### config.mk
export PLATFORM = sky130hd
export DESIGN_NAME = sdram_master_port
export DESIGN_NICKNAME = d
export VERILOG_FILES = /design/src/rtl/sdram_master_port.sv
export SDC_FILE = /design/constraint.sdc
export NUM_CORES = 1
export LEC_CHECK = 0
export ABC_AREA = 1
export BUFFER_PORTS_ARGS = -buffer_cell sky130_fd_sc_hd__buf_2
export CAP_MARGIN = 20
export CORE_ASPECT_RATIO = 0.8
export CORE_MARGIN = 1.5
export CORE_UTILIZATION = 25
export DETAILED_ROUTE_END_ITERATION = 7
export PLACE_DENSITY = 0.49
export SYNTH_ARGS = -nofsm -noshare
export SYNTH_HDL_FRONTEND = slang
export SYNTH_SLANG_ARGS = --single-unit
export TNS_END_PERCENT = 5
### constraint.sdc
create_clock -name clk_clk -period 1.3 [get_ports clk_clk]
set_input_delay 0.26 -clock clk_clk [delete_from_list [all_inputs] [get_ports clk_clk]]
set_output_delay 0.26 -clock clk_clk [all_outputs]
set_load 0.02 [all_outputs]
### src/rtl/sdram_master_port.sv
// ---------------------------------------------------------------------------
// sdram_master_port
//
// FPGA-side initiator for the HPS SDRAM conduit. Accepts one CPU load/store
// request at a time (byte, half or word), turns it into a single 32-bit
// word-addressed conduit transfer with lane byte enables, holds the strobe
// until the conduit acknowledges or a timeout expires, then returns a
// one-cycle response pulse.
//
// Ports
//   clk_clk, reset_reset          clock, synchronous active-high reset
//   cpu_req_valid/ready           request handshake (ready only while idle)
//   cpu_req_write/addr/size/wdata request fields (byte address, size 0/1/2)
//   cpu_rsp_valid/rdata/error     one-cycle response, load data zero-extended
//   sdram_address/byte_enable     conduit word address and lane enables
//   sdram_read/sdram_write        conduit strobes (never both high)
//   sdram_write_data              lane-placed store data
//   sdram_acknowledge/read_data   conduit completion and load data
// ---------------------------------------------------------------------------
module sdram_master_port #(
    parameter int ADDR_WIDTH     = 16,
    parameter int TIMEOUT_CYCLES = 255
) (
    input  logic                  clk_clk,
    input  logic                  reset_reset,
    input  logic                  cpu_req_valid,
    output logic                  cpu_req_ready,
    input  logic                  cpu_req_write,
    input  logic [ADDR_WIDTH+1:0] cpu_req_addr,
    input  logic [1:0]            cpu_req_size,
    input  logic [31:0]           cpu_req_wdata,
    output logic                  cpu_rsp_valid,
    output logic [31:0]           cpu_rsp_rdata,
    output logic                  cpu_rsp_error,
    output logic [ADDR_WIDTH-1:0] sdram_address,
    output logic [3:0]            sdram_byte_enable,
    output logic                  sdram_read,
    output logic                  sdram_write,
    output logic [31:0]           sdram_write_data,
    input  logic                  sdram_acknowledge,
    input  logic [31:0]           sdram_read_data
);

    localparam logic [1:0] ST_IDLE = 2'd0;
    localparam logic [1:0] ST_REQ  = 2'd1;
    localparam logic [1:0] ST_RSP  = 2'd2;

    // Counter counts completed REQ cycles; the last allowed cycle is the one
    // where it holds TIMEOUT_CYCLES-1.
    localparam int               CNT_W    = $clog2(TIMEOUT_CYCLES + 1);
    localparam logic [CNT_W-1:0] CNT_LAST = CNT_W'(TIMEOUT_CYCLES - 1);
    localparam logic [CNT_W-1:0] CNT_ONE  = CNT_W'(1);

    // Size/alignment legality: half needs addr[0]=0, word needs addr[1:0]=0.
    function automatic logic req_legal(input logic [1:0] size, input logic [1:0] lane);
        logic ok;
        case (size)
            2'd0:    ok = 1'b1;
            2'd1:    ok = ~lane[0];
            2'd2:    ok = (lane == 2'd0);
            default: ok = 1'b0;
        endcase
        return ok;
    endfunction

    // Byte enables for the lanes touched by the access.
    function automatic logic [3:0] lane_enables(input logic [1:0] size, input logic [1:0] lane);
        logic [3:0] be;
        case (size)
            2'd0:    be = 4'b0001 << lane;
            2'd1:    be = lane[1] ? 4'b1100 : 4'b0011;
            default: be = 4'b1111;
        endcase
        return be;
    endfunction

    // Store data replicated across lanes so the enabled lanes carry it.
    function automatic logic [31:0] lane_data(input logic [1:0] size, input logic [31:0] wdata);
        logic [31:0] d;
        case (size)
            2'd0:    d = {4{wdata[7:0]}};
            2'd1:    d = {2{wdata[15:0]}};
            default: d = wdata;
        endcase
        return d;
    endfunction

    // Pull the addressed lanes down to bit 0 and zero-extend.
    function automatic logic [31:0] extract_load(input logic [1:0] size, input logic [1:0] lane,
                                                 input logic [31:0] rd);
        logic [31:0] shifted;
        logic [31:0] r;
        shifted = rd >> {lane, 3'b000};
        case (size)
            2'd0:    r = {24'h000000, shifted[7:0]};
            2'd1:    r = {16'h0000, shifted[15:0]};
            default: r = rd;
        endcase
        return r;
    endfunction

    logic [1:0]            state_q, state_d;
    logic [CNT_W-1:0]      cnt_q, cnt_d;
    logic                  wr_q, wr_d;
    logic [1:0]            size_q, size_d;
    logic [1:0]            lane_q, lane_d;
    logic                  req_ready_q, req_ready_d;
    logic                  rsp_valid_q, rsp_valid_d;
    logic                  rsp_error_q, rsp_error_d;
    logic [31:0]           rsp_rdata_q, rsp_rdata_d;
    logic                  sdram_read_q, sdram_read_d;
    logic                  sdram_write_q, sdram_write_d;
    logic [ADDR_WIDTH-1:0] sdram_address_q, sdram_address_d;
    logic [3:0]            sdram_be_q, sdram_be_d;
    logic [31:0]           sdram_wdata_q, sdram_wdata_d;

    logic [1:0]            req_lane_s;
    assign req_lane_s = cpu_req_addr[1:0];

    // Next-state and output computation for the IDLE/REQ/RSP sequencer.
    always_comb begin
        state_d         = state_q;
        cnt_d           = cnt_q;
        wr_d            = wr_q;
        size_d          = size_q;
        lane_d          = lane_q;
        rsp_valid_d     = 1'b0;
        rsp_error_d     = 1'b0;
        rsp_rdata_d     = rsp_rdata_q;
        sdram_read_d    = sdram_read_q;
        sdram_write_d   = sdram_write_q;
        sdram_address_d = sdram_address_q;
        sdram_be_d      = sdram_be_q;
        sdram_wdata_d   = sdram_wdata_q;

        case (state_q)
            ST_IDLE: begin
                cnt_d = {CNT_W{1'b0}};
                if (cpu_req_valid && req_ready_q) begin
                    wr_d   = cpu_req_write;
                    size_d = cpu_req_size;
                    lane_d = req_lane_s;
                    if (req_legal(cpu_req_size, req_lane_s)) begin
                        state_d         = ST_REQ;
                        sdram_read_d    = ~cpu_req_write;
                        sdram_write_d   = cpu_req_write;
                        sdram_address_d = cpu_req_addr[ADDR_WIDTH+1:2];
                        sdram_be_d      = lane_enables(cpu_req_size, req_lane_s);
                        sdram_wdata_d   = cpu_req_write ? lane_data(cpu_req_size, cpu_req_wdata)
                                                        : 32'h00000000;
                    end else begin
                        // Rejected without touching the conduit.
                        state_d     = ST_RSP;
                        rsp_valid_d = 1'b1;
                        rsp_error_d = 1'b1;
                        rsp_rdata_d = 32'h00000000;
                    end
                end else begin
                    state_d = ST_IDLE;
                end
            end
            ST_REQ: begin
                // Acknowledge takes priority over a coincident timeout.
                if (sdram_acknowledge) begin
                    state_d       = ST_RSP;
                    cnt_d         = {CNT_W{1'b0}};
                    sdram_read_d  = 1'b0;
                    sdram_write_d = 1'b0;
                    rsp_valid_d   = 1'b1;
                    rsp_rdata_d   = wr_q ? 32'h00000000
                                         : extract_load(size_q, lane_q, sdram_read_data);
                end else if (cnt_q == CNT_LAST) begin
                    state_d       = ST_RSP;
                    cnt_d         = {CNT_W{1'b0}};
                    sdram_read_d  = 1'b0;
                    sdram_write_d = 1'b0;
                    rsp_valid_d   = 1'b1;
                    rsp_error_d   = 1'b1;
                    rsp_rdata_d   = 32'h00000000;
                end else begin
                    cnt_d = cnt_q + CNT_ONE;
                end
            end
            ST_RSP: begin
                state_d = ST_IDLE;
            end
            default: begin
                state_d       = ST_IDLE;
                cnt_d         = {CNT_W{1'b0}};
                sdram_read_d  = 1'b0;
                sdram_write_d = 1'b0;
            end
        endcase

        req_ready_d = (state_d == ST_IDLE);
    end

    // State and output registers with synchronous reset.
    always_ff @(posedge clk_clk) begin
        if (reset_reset) begin
            state_q         <= ST_IDLE;
            cnt_q           <= {CNT_W{1'b0}};
            wr_q            <= 1'b0;
            size_q          <= 2'd0;
            lane_q          <= 2'd0;
            req_ready_q     <= 1'b1;
            rsp_valid_q     <= 1'b0;
            rsp_error_q     <= 1'b0;
            rsp_rdata_q     <= 32'h00000000;
            sdram_read_q    <= 1'b0;
            sdram_write_q   <= 1'b0;
            sdram_address_q <= {ADDR_WIDTH{1'b0}};
            sdram_be_q      <= 4'b0000;
            sdram_wdata_q   <= 32'h00000000;
        end else begin
            state_q         <= state_d;
            cnt_q           <= cnt_d;
            wr_q            <= wr_d;
            size_q          <= size_d;
            lane_q          <= lane_d;
            req_ready_q     <= req_ready_d;
            rsp_valid_q     <= rsp_valid_d;
            rsp_error_q     <= rsp_error_d;
            rsp_rdata_q     <= rsp_rdata_d;
            sdram_read_q    <= sdram_read_d;
            sdram_write_q   <= sdram_write_d;
            sdram_address_q <= sdram_address_d;
            sdram_be_q      <= sdram_be_d;
            sdram_wdata_q   <= sdram_wdata_d;
        end
    end

    assign cpu_req_ready     = req_ready_q;
    assign cpu_rsp_valid     = rsp_valid_q;
    assign cpu_rsp_error     = rsp_error_q;
    assign cpu_rsp_rdata     = rsp_rdata_q;
    assign sdram_read        = sdram_read_q;
    assign sdram_write       = sdram_write_q;
    assign sdram_address     = sdram_address_q;
    assign sdram_byte_enable = sdram_be_q;
    assign sdram_write_data  = sdram_wdata_q;

endmodule

==> results.txt, run 1 <==
----------------------------------------------------
[Drt]
  Total number of vias ... approximately 5.5k
  Routed wire length ... approximately 18,000 um
  Post-detailed-route wirelength per cell ... approximately 15 um
  Post-route ant nets ... 0
  Number of vias per cell ... 4.47
  DR pass1 iterations ... 5
  Detailed-route DRC error count ... 0
  DRC marker count from the first detailed-route iteration ... 291

[Logic synthesis]
  Count of mapped cells out of synthesis ... 738
  Commonest register cell after synthesis ... sky130_fd_sc_hd__dfxtp_1
  Count of cell types in the netlist ... 39
  Share of synthesized registers carrying an async set or reset ... 0%
  Synthesized net count ... 829
  Flip-flop and latch count after synthesis ... 104
  Mapped Area ... ~5100 sq um
  Count of yosys warnings during synthesis ... 0
  Number of synthesized flops with an enable pin ... 0
  Part of the Yosys area used for sequential elements ... 41.1%
  Synthesized area per cell ... 6.86 sq um

[Die]
  Width of the die ... 162 um
  Boundary pin count ... 178
  DIE HEIGHT ... 130 um
  Die footprint ... 21,100 sq um
  Initial Util ... 25.5%
  Floorplan core area ... 19,900 sq um
  Standard-cell rows ... 46

[Critical path]
  Critical path type ... reg2reg
  Startpoint type of the worst setup path ... register
  Data required time at the worst endpoint ... between 1.5 and 2 ns
  CP Data Arrival Time ... 1.70 ns
  Crit end category ... register
  CP Max Fanout ... 5

[STA]
  Unrepaired setup endpoints after global routing ... yes
  Shortest clock period the worst path allows after layout ... between 1 and 1.5 ns
  Hold Worst Slack ... approximately 0.13 ns
  Setup violation total in the final timing report ... 90
  Fraction of the cycle the final worst path needs ... 111%
  Relative slew margins ... 72.5%
  Max Transition Viols Final ... 0
  Achievable clock frequency ... 693 MHz
  Hold Fails Final Rpt ... 0
  Final worst setup slack ... -0.144 ns
  Clock tree skew after final layout ... 0.0119 ns
  Transition time at the pin with the least slew margin ... 0.412 ns

[Power and ir drop]
  Total power ... 8.33 mW
  Maximum ir drop on the vdd rail ... 0.000541 V
  Leak pwr ... between 3 and 4 nW
  Pwr Density ... 1130 nW/um^2

[Clocking]
  CTS sink count ... 104
  Worst-case clock buffer depth ... 2
  Number of levels the H-tree was split into ... 3
  Total clock buffers created by CTS ... 9
  Post-CTS clock slew at the launch and capture registers of the worst setup and hold paths ... about 0.070 ns
  Root buffer cell ... sky130_fd_sc_hd__clkbuf_16
  Latest clock arrival within the worst-skew pair ... 0.36 ns
  Clock tree from TritonCTS ... built

[Run status]
  Violated checks ... setup timing
  Result of the run ... complete, but fails checks

[Layout]
  Area growth, synth to finish ... 45.3%
  Fraction of final layout cells with drive strength greater than 1 ... 34.2%
  Layout net count ... 1,056
  Non-filler instance count after layout ... 1,235

[Placed design]
  Input/output buffers ... 177
  DP Worst Slack ... -0.208 ns
  Gpl congestion ... approximately 0.83
  Instance count after placement with tap cells included ... 1,212
  DP HPWL ... around 13,000 um

[GRT]
  Pin count of the biggest net entering global routing ... 39
  Total track usage ... 16.8%
  Initial antenna violation count ... 0
  Global-route wire length before repair ... between 20,000 and 30,000 um
  Number of global-route vias before repair ... 5,042
  Remaining Overflow, GRT ... 0

[Run]
  Count of maximum capacitance violations ... 0

[Worst hold path]
  Worst min path class ... in2reg

----------------------------------------------------
[critical path, stage by stage, from the launching register on]
cell and delay [ns]:
sky130_fd_sc_hd__dfxtp_2 0.33, sky130_fd_sc_hd__inv_2 0.07, sky130_fd_sc_hd__ha_4 0.14, sky130_fd_sc_hd__nand2_4 0.05, sky130_fd_sc_hd__nor2_4 0.10, sky130_fd_sc_hd__nand2_2 0.09
sky130_fd_sc_hd__nand2_4 0.10, sky130_fd_sc_hd__nand2_8 0.09, sky130_fd_sc_hd__nand2_8 0.11, sky130_fd_sc_hd__clkbuf_16 0.14, sky130_fd_sc_hd__nand2_2 0.05, sky130_fd_sc_hd__inv_2 0.04
sky130_fd_sc_hd__nor2_1 0.03
[cell type report]
cell class	instances	area (sq um)
Inverter	56	223
Timing Repair Buffer	254	1700
Multi-Input combinational cell	540	2730
Fill cell	2126	12500
Clock inverter	5	40.0
Antenna cell	1	2.50
Tap cell	264	330
Sequential cell	104	2090
Clock buffer	11	243
[registers in the layout, summed over array words and instances, names as in the netlist, 2 cells and up]
name and flops:
sdram_byte_enable 4, sdram_address 16, sdram_write_data 32, cnt_q 8
size_q 2, lane_q 2, cpu_rsp_rdata 32, state_q 2
[per-layer routing]
layer | vias up | track usage [%] | wire length, um
li1 | 2851 | - | -
met1 | 2491 | 22.6 | 8560
met3 | 17 | 5.31 | 1380
met4 | 0 | 4.43 | 216
met2 | 157 | 26.0 | 7770
met5 | - | 0 | 0
[logic make-up (layout without fill, tap and decap cells)]
group	after synthesis	count (layout)	synth area share, %
adders and majority gates	2	2	0.494
AOI/OAI and AO/OA	158	158	17.4
DFF	104	104	41.1
other	0	1	0
and+or+nand+nor	380	380	32.4
buffers and inverters	94	326	8.60
[report_power, final]
part           internal, mW  switching, mW  leakage (nW)
sequential             3.39          0.119         0.849
combinational         0.859           1.25          2.58
clock                  1.37           1.33         0.140
[final timing paths]
kind                       startpoint                   to  slack, ns  cells after the start
hold reg to reg   sdram_write_data[7]  sdram_write_data[7]       0.46                      2
setup reg to reg             cnt_q[0]     cpu_rsp_rdata[3]      -0.14                     12
hold / removal       cpu_req_addr[13]    sdram_address[11]       0.13                      3
setup / recovery             cnt_q[0]     cpu_rsp_rdata[3]      -0.14                     12
[synth_stat cells, types with 2 or more instances]
cell type                  instances  share of area, %
sky130_fd_sc_hd__o211ai_1          7               1.0
sky130_fd_sc_hd__inv_2             6              0.44
sky130_fd_sc_hd__nor2_1          143                11
sky130_fd_sc_hd__buf_2            13               1.3
sky130_fd_sc_hd__a22oi_1           2              0.30
sky130_fd_sc_hd__o21ai_0          51               5.0
sky130_fd_sc_hd__o21a_1            2              0.30
sky130_fd_sc_hd__nand2_2           5              0.62
sky130_fd_sc_hd__nor2_4            2              0.44
sky130_fd_sc_hd__dfxtp_1         104                41
sky130_fd_sc_hd__buf_1             2              0.15
sky130_fd_sc_hd__nand4_1           3              0.37
sky130_fd_sc_hd__a21oi_1          82               8.1
sky130_fd_sc_hd__nand3b_1         13               1.9
sky130_fd_sc_hd__ha_1              2              0.49
sky130_fd_sc_hd__clkbuf_1         11              0.82
sky130_fd_sc_hd__buf_6             5               1.1
sky130_fd_sc_hd__a21oi_2           2              0.35
sky130_fd_sc_hd__nand3_1          52               5.1
sky130_fd_sc_hd__nor2_2            4              0.49
sky130_fd_sc_hd__buf_4             7               1.0
sky130_fd_sc_hd__nor3_1            3              0.30
sky130_fd_sc_hd__nand2_1         148                11
sky130_fd_sc_hd__inv_1            48               3.6
sky130_fd_sc_hd__o211a_1           7               1.4
[placed cells by master (no fill, tap or decap), drive strengths merged]
cell / n
inv: 57
o211a: 7
nand3: 53
nand2: 154
nand3b: 13
a21oi: 84
clkbuf: 14
o211ai: 7
o21ai: 54
nor2: 150
dfxtp: 104
o21a: 2
a22oi: 2
buf: 251
nand4: 4
a211oi: 1
o21bai: 1
ha: 2
nor4: 1
clkinv: 4
or2: 1
diode: 1
nor3: 4
[repair_timing]
| action | 4_1_cts | 5_1_grt |
|---|---|---|
| resized for setup | 30 | 25 |
| hold buffers | 0 | 0 |
| pin swaps | 12 | 2 |
| setup endpoints to repair | 96 | 98 |
| endpoints found under the hold margin | 0 | 0 |
| gates cloned | 0 | 3 |
| setup buffers | 2 | 1 |
[metrics by stage]
| step | util [%] | area, sq um | setup TNS [ns] |
|---|---|---|---|
| 3_5_place_dp | 34.1 | 6770 | -9.91 |
| 6_report | 37.1 | 7360 | -5.53 |
| 5_1_grt | 37.0 | 7350 | -13.32 |
| 2_1_floorplan | - | 5070 | -0.996 |
| 3_3_place_gp | 34.1 | 6770 | -8.09 |
| 4_1_cts | 36.1 | 7180 | -5.63 |
Note: power is estimated with default switching activity, not from simulation.
==> run 2: changes to the inputs <==
Settings changed: ABC_AREA 1 to default, CORE_UTILIZATION 25 to 44, PLACE_DENSITY 0.49 to 0.76.
==> run 2 against run 1 <==
Compared with the run above:
- first-iteration DRC count grew 52%
- highest routed layer unchanged
- global-route usage grew 9.0 points
- power is 9.0% lower
- largest power group unchanged
- sequential power fell by 5%
- setup slack worse by 0.23 ns
- clock power grew 6%
- critical endpoint is now cpu_rsp_rdata[4]
- final cell count decreased by 27%
- combinational power decreased by 36%
- largest cell class unchanged
- the run still ends with setup timing left
- non-clock buffer count fell by 4
==> results.txt, run 2 <==
----------------------------------------------------
[Run status]
  Result of the run ... complete, but fails checks
  Violated checks ... setup timing

[Drt]
  Post-route ant nets ... 0 (unchanged)
  DRC marker count from the first detailed-route iteration ... 441 (+52%)
  Routed wire length ... 15,300 um (-15%)
  Number of vias per cell ... 5.53 (+24%)
  Detailed-route DRC error count ... 0 (unchanged)
  Post-detailed-route wirelength per cell ... 16.8 um (+16%)
  Total number of vias ... 5,019 (-9.0%)
  DR pass1 iterations ... 5 (unchanged)

[Layout]
  Fraction of final layout cells with drive strength greater than 1 ... 42.6% (+8.4 points)
  Layout net count ... 854 (-19%)
  Fill cell count ... 845 (-60%)
  Post-Route Utilization ... 65.3% (+28 points)
  Area growth, synth to finish ... 44.6%
  # diodes ... 0 (-1)
  Most used cells in the layout excluding fill and tap cells ... sky130_fd_sc_hd__buf_2, sky130_fd_sc_hd__dfxtp_1, sky130_fd_sc_hd__nand2_1, sky130_fd_sc_hd__a21oi_1, sky130_fd_sc_hd__buf_4
  Post-route cell area ... 6690 sq um (-9.1%)
  Most common cell after layout, fill and taps aside ... sky130_fd_sc_hd__buf_2

[Critical path]
  Data required time at the worst endpoint ... 1.59 ns (+0.03 ns)
  R2R Setup Slk ... -0.37 ns (-0.23 ns)
  Critical path type ... reg2reg
  Crit end category ... register
  Startpoint type of the worst setup path ... register
  CP Max Fanout ... 8 (+3)
  CP Data Arrival Time ... 1.96 ns (+0.26 ns)

[Worst hold path]
  Worst min path class ... in2reg

[Logic synthesis]
  Most numerous cell types in the synthesized netlist ... sky130_fd_sc_hd__dfxtp_1, sky130_fd_sc_hd__nand2_1, sky130_fd_sc_hd__a21oi_1
  Flip-flop and latch count after synthesis ... 104 (unchanged)
  Count of cell types in the netlist ... 45 (+15%)
  Area fraction of the dominant cell type after synthesis ... 45.0% (+3.9 points)
  Cell with the most instances after synthesis ... sky130_fd_sc_hd__dfxtp_1
  Mapped Area ... 4630 sq um (-8.6%)
  Count of yosys warnings during synthesis ... 0 (unchanged)
  Number of synthesized flops with an enable pin ... 0 (unchanged)
  Part of the Yosys area used for sequential elements ... 45.0% (+3.9 points)
  Synthesized area per cell ... 8.47 sq um (+24%)
  Share of synthesized registers carrying an async set or reset ... 0% (unchanged)
  Top post-synthesis cells by area ... sky130_fd_sc_hd__dfxtp_1, sky130_fd_sc_hd__a21oi_1, sky130_fd_sc_hd__nand2_1
  Library cell occupying the most area in the post-synthesis netlist ... sky130_fd_sc_hd__dfxtp_1
  Commonest register cell after synthesis ... sky130_fd_sc_hd__dfxtp_1
  Synthesized net count ... 637 (-23%)
  Count of mapped cells out of synthesis ... 546 (-26%)

[STA]
  Relative slew margins ... 56.7% (-16 points)
  Shortest clock period the worst path allows after layout ... 1.67 ns (+0.228 ns)
  Setup violation total in the final timing report ... 98 (+8.9%)
  Final worst setup slack ... -0.372 ns (-0.228 ns)
  Achievable clock frequency ... 598 MHz (-14%)
  Setup TNS ... -23.35 ns (-17.81 ns)
  Unrepaired setup endpoints after global routing ... yes
  Hold Worst Slack ... 0.153 ns (+0.0267 ns)
  Clock tree skew after final layout ... 0.00946 ns (-0.00240 ns)
  Transition time at the pin with the least slew margin ... 0.648 ns (+0.236 ns)
  Fraction of the cycle the final worst path needs ... 129% (+18 points)
  Max Transition Viols Final ... 0 (unchanged)
  Hold Fails Final Rpt ... 0 (unchanged)

[Power and ir drop]
  Int Pwr ... 5.56 mW (-1.2%)
  Part of the total power dissipated in sequential elements ... 44.1% (+1.9 points)
  Leak pwr ... 2.99 nW (-16%)
  Maximum ir drop on the vdd rail ... 0.000671 V (+24%)
  Clock power share ... 37.9% (+5.4 points)
  Switching Share ... 26.6% (-5.8 points)
  Comb power frac ... 18.0% (-7.3 points)
  Pwr Density ... 1130 nW/um^2 (about the same)
  Switching power ... 2.02 mW (-25%)

[Die]
  Die footprint ... 11,100 sq um (-47%)
  Initial Util ... 45.2% (+20 points)
  Floorplan core area ... 10,200 sq um (-48%)
  DIE HEIGHT ... 94.7 um (-27%)
  Standard-cell rows ... 33 (-28%)
  Width of the die ... 118 um (-27%)
  Boundary pin count ... 178 (unchanged)

[Clocking]
  Post-CTS clock slew at the launch and capture registers of the worst setup and hold paths ... 0.07 ns (about the same)
  Clock tree from TritonCTS ... built
  Latest clock arrival within the worst-skew pair ... 0.34 ns (-0.02 ns)
  CTS sink count ... 104 (unchanged)
  Number of levels the H-tree was split into ... 3 (unchanged)
  Worst-case clock buffer depth ... 2 (unchanged)
  Root buffer cell ... sky130_fd_sc_hd__clkbuf_16
  Total clock buffers created by CTS ... 9 (unchanged)

[GRT]
  Initial antenna violation count ... 0 (unchanged)
  Total track usage ... 25.8% (+9.0 points)
  Remaining Overflow, GRT ... 0 (unchanged)
  Pin count of the biggest net entering global routing ... 43 (+10%)
  Number of global-route vias before repair ... 4,687 (-7.0%)
  Global-route wire length before repair ... 23,200 um (-16%)

[Run]
  Count of maximum capacitance violations ... 0 (unchanged)

[Placed design]
  DP HPWL ... 10,300 um (-21%)
  Gpl congestion ... 0.871 (+5.0%)
  Area post-placement ... 6020 sq um (-11%)
  Input/output buffers ... 177 (unchanged)

----------------------------------------------------
run 2: per-layer routing:
layer	global-route usage [%]	vias up	routed length [um]
li1	-	2362	-
met1	31.9	2385	6410
met5	0	-	0
met2	43.7	233	7240
met3	7.67	39	1270
met4	8.23	0	352
run 2: through the flow:
stage               total power, mW  cells  setup WS [ns]
finish                         7.58    907         -0.372
global route                   7.86    907         -0.427
CTS                            7.52    905         -0.359
detailed placement             4.58    884         -0.465
global placement               4.55    884         -0.350
floorplan                      4.07    546         -0.296
run 2: timing repair:
| item | in CTS | in global routing |
|---|---|---|
| hold buffers | 0 | 0 |
| resized for setup | 33 | 25 |
| cloned | 3 | 2 |
| buffers inserted | 3 | 0 |
| pin swaps | 45 | 12 |
| endpoints found under the setup margin | 98 | 99 |
run 2: logic make-up (layout without fill, tap and decap cells):
logic type	after synthesis	in the layout	synth area share, %
simple gates	195	196	19.1
compound gates	160	160	21.9
flops	104	104	45.0
buf+inv	51	271	5.65
mux	33	33	7.57
fa+ha+maj	3	3	0.757
run 2: power by group through the flow:
stage	sequential, mW	combinational, mW	clock [mW]
finish	3.34	1.36	2.87
global route	3.35	1.46	3.05
CTS	3.34	1.29	2.89
detailed placement	3.41	1.17	0
global placement	3.40	1.14	0
floorplan	3.50	0.577	0
run 2: worst paths after layout:
path,depth (start not counted),from,endpoint
worst min register to register,2,sdram_write_data[23],sdram_write_data[23]
worst min-delay path,3,cpu_req_addr[2],sdram_address[0]
worst max-delay path,8,cnt_q[0],cpu_rsp_rdata[4]
worst max register to register,8,cnt_q[0],cpu_rsp_rdata[4]
run 2: area by class of cell:
type,instances,area (sq um),share of cell area (%)
clock buffers,10,229,3.42
clock inverters,5,81.3,1.22
inverters,6,22.5,0.337
multi-input cells,392,2480,37.1
flip-flops and latches,104,2090,31.2
well taps,140,175,2.62
repair buffers,250,1610,24.1
run 2: worst max-delay path, cell delays in order, from the launching register on:
cell,delay [ns]
sky130_fd_sc_hd__dfxtp_2,0.34
sky130_fd_sc_hd__inv_2,0.04
sky130_fd_sc_hd__ha_4,0.15
sky130_fd_sc_hd__and4_4,0.15
sky130_fd_sc_hd__a211o_1,0.30
sky130_fd_sc_hd__a21oi_4,0.21
sky130_fd_sc_hd__buf_12,0.15
sky130_fd_sc_hd__clkbuf_16,0.15
sky130_fd_sc_hd__a21o_1,0.13
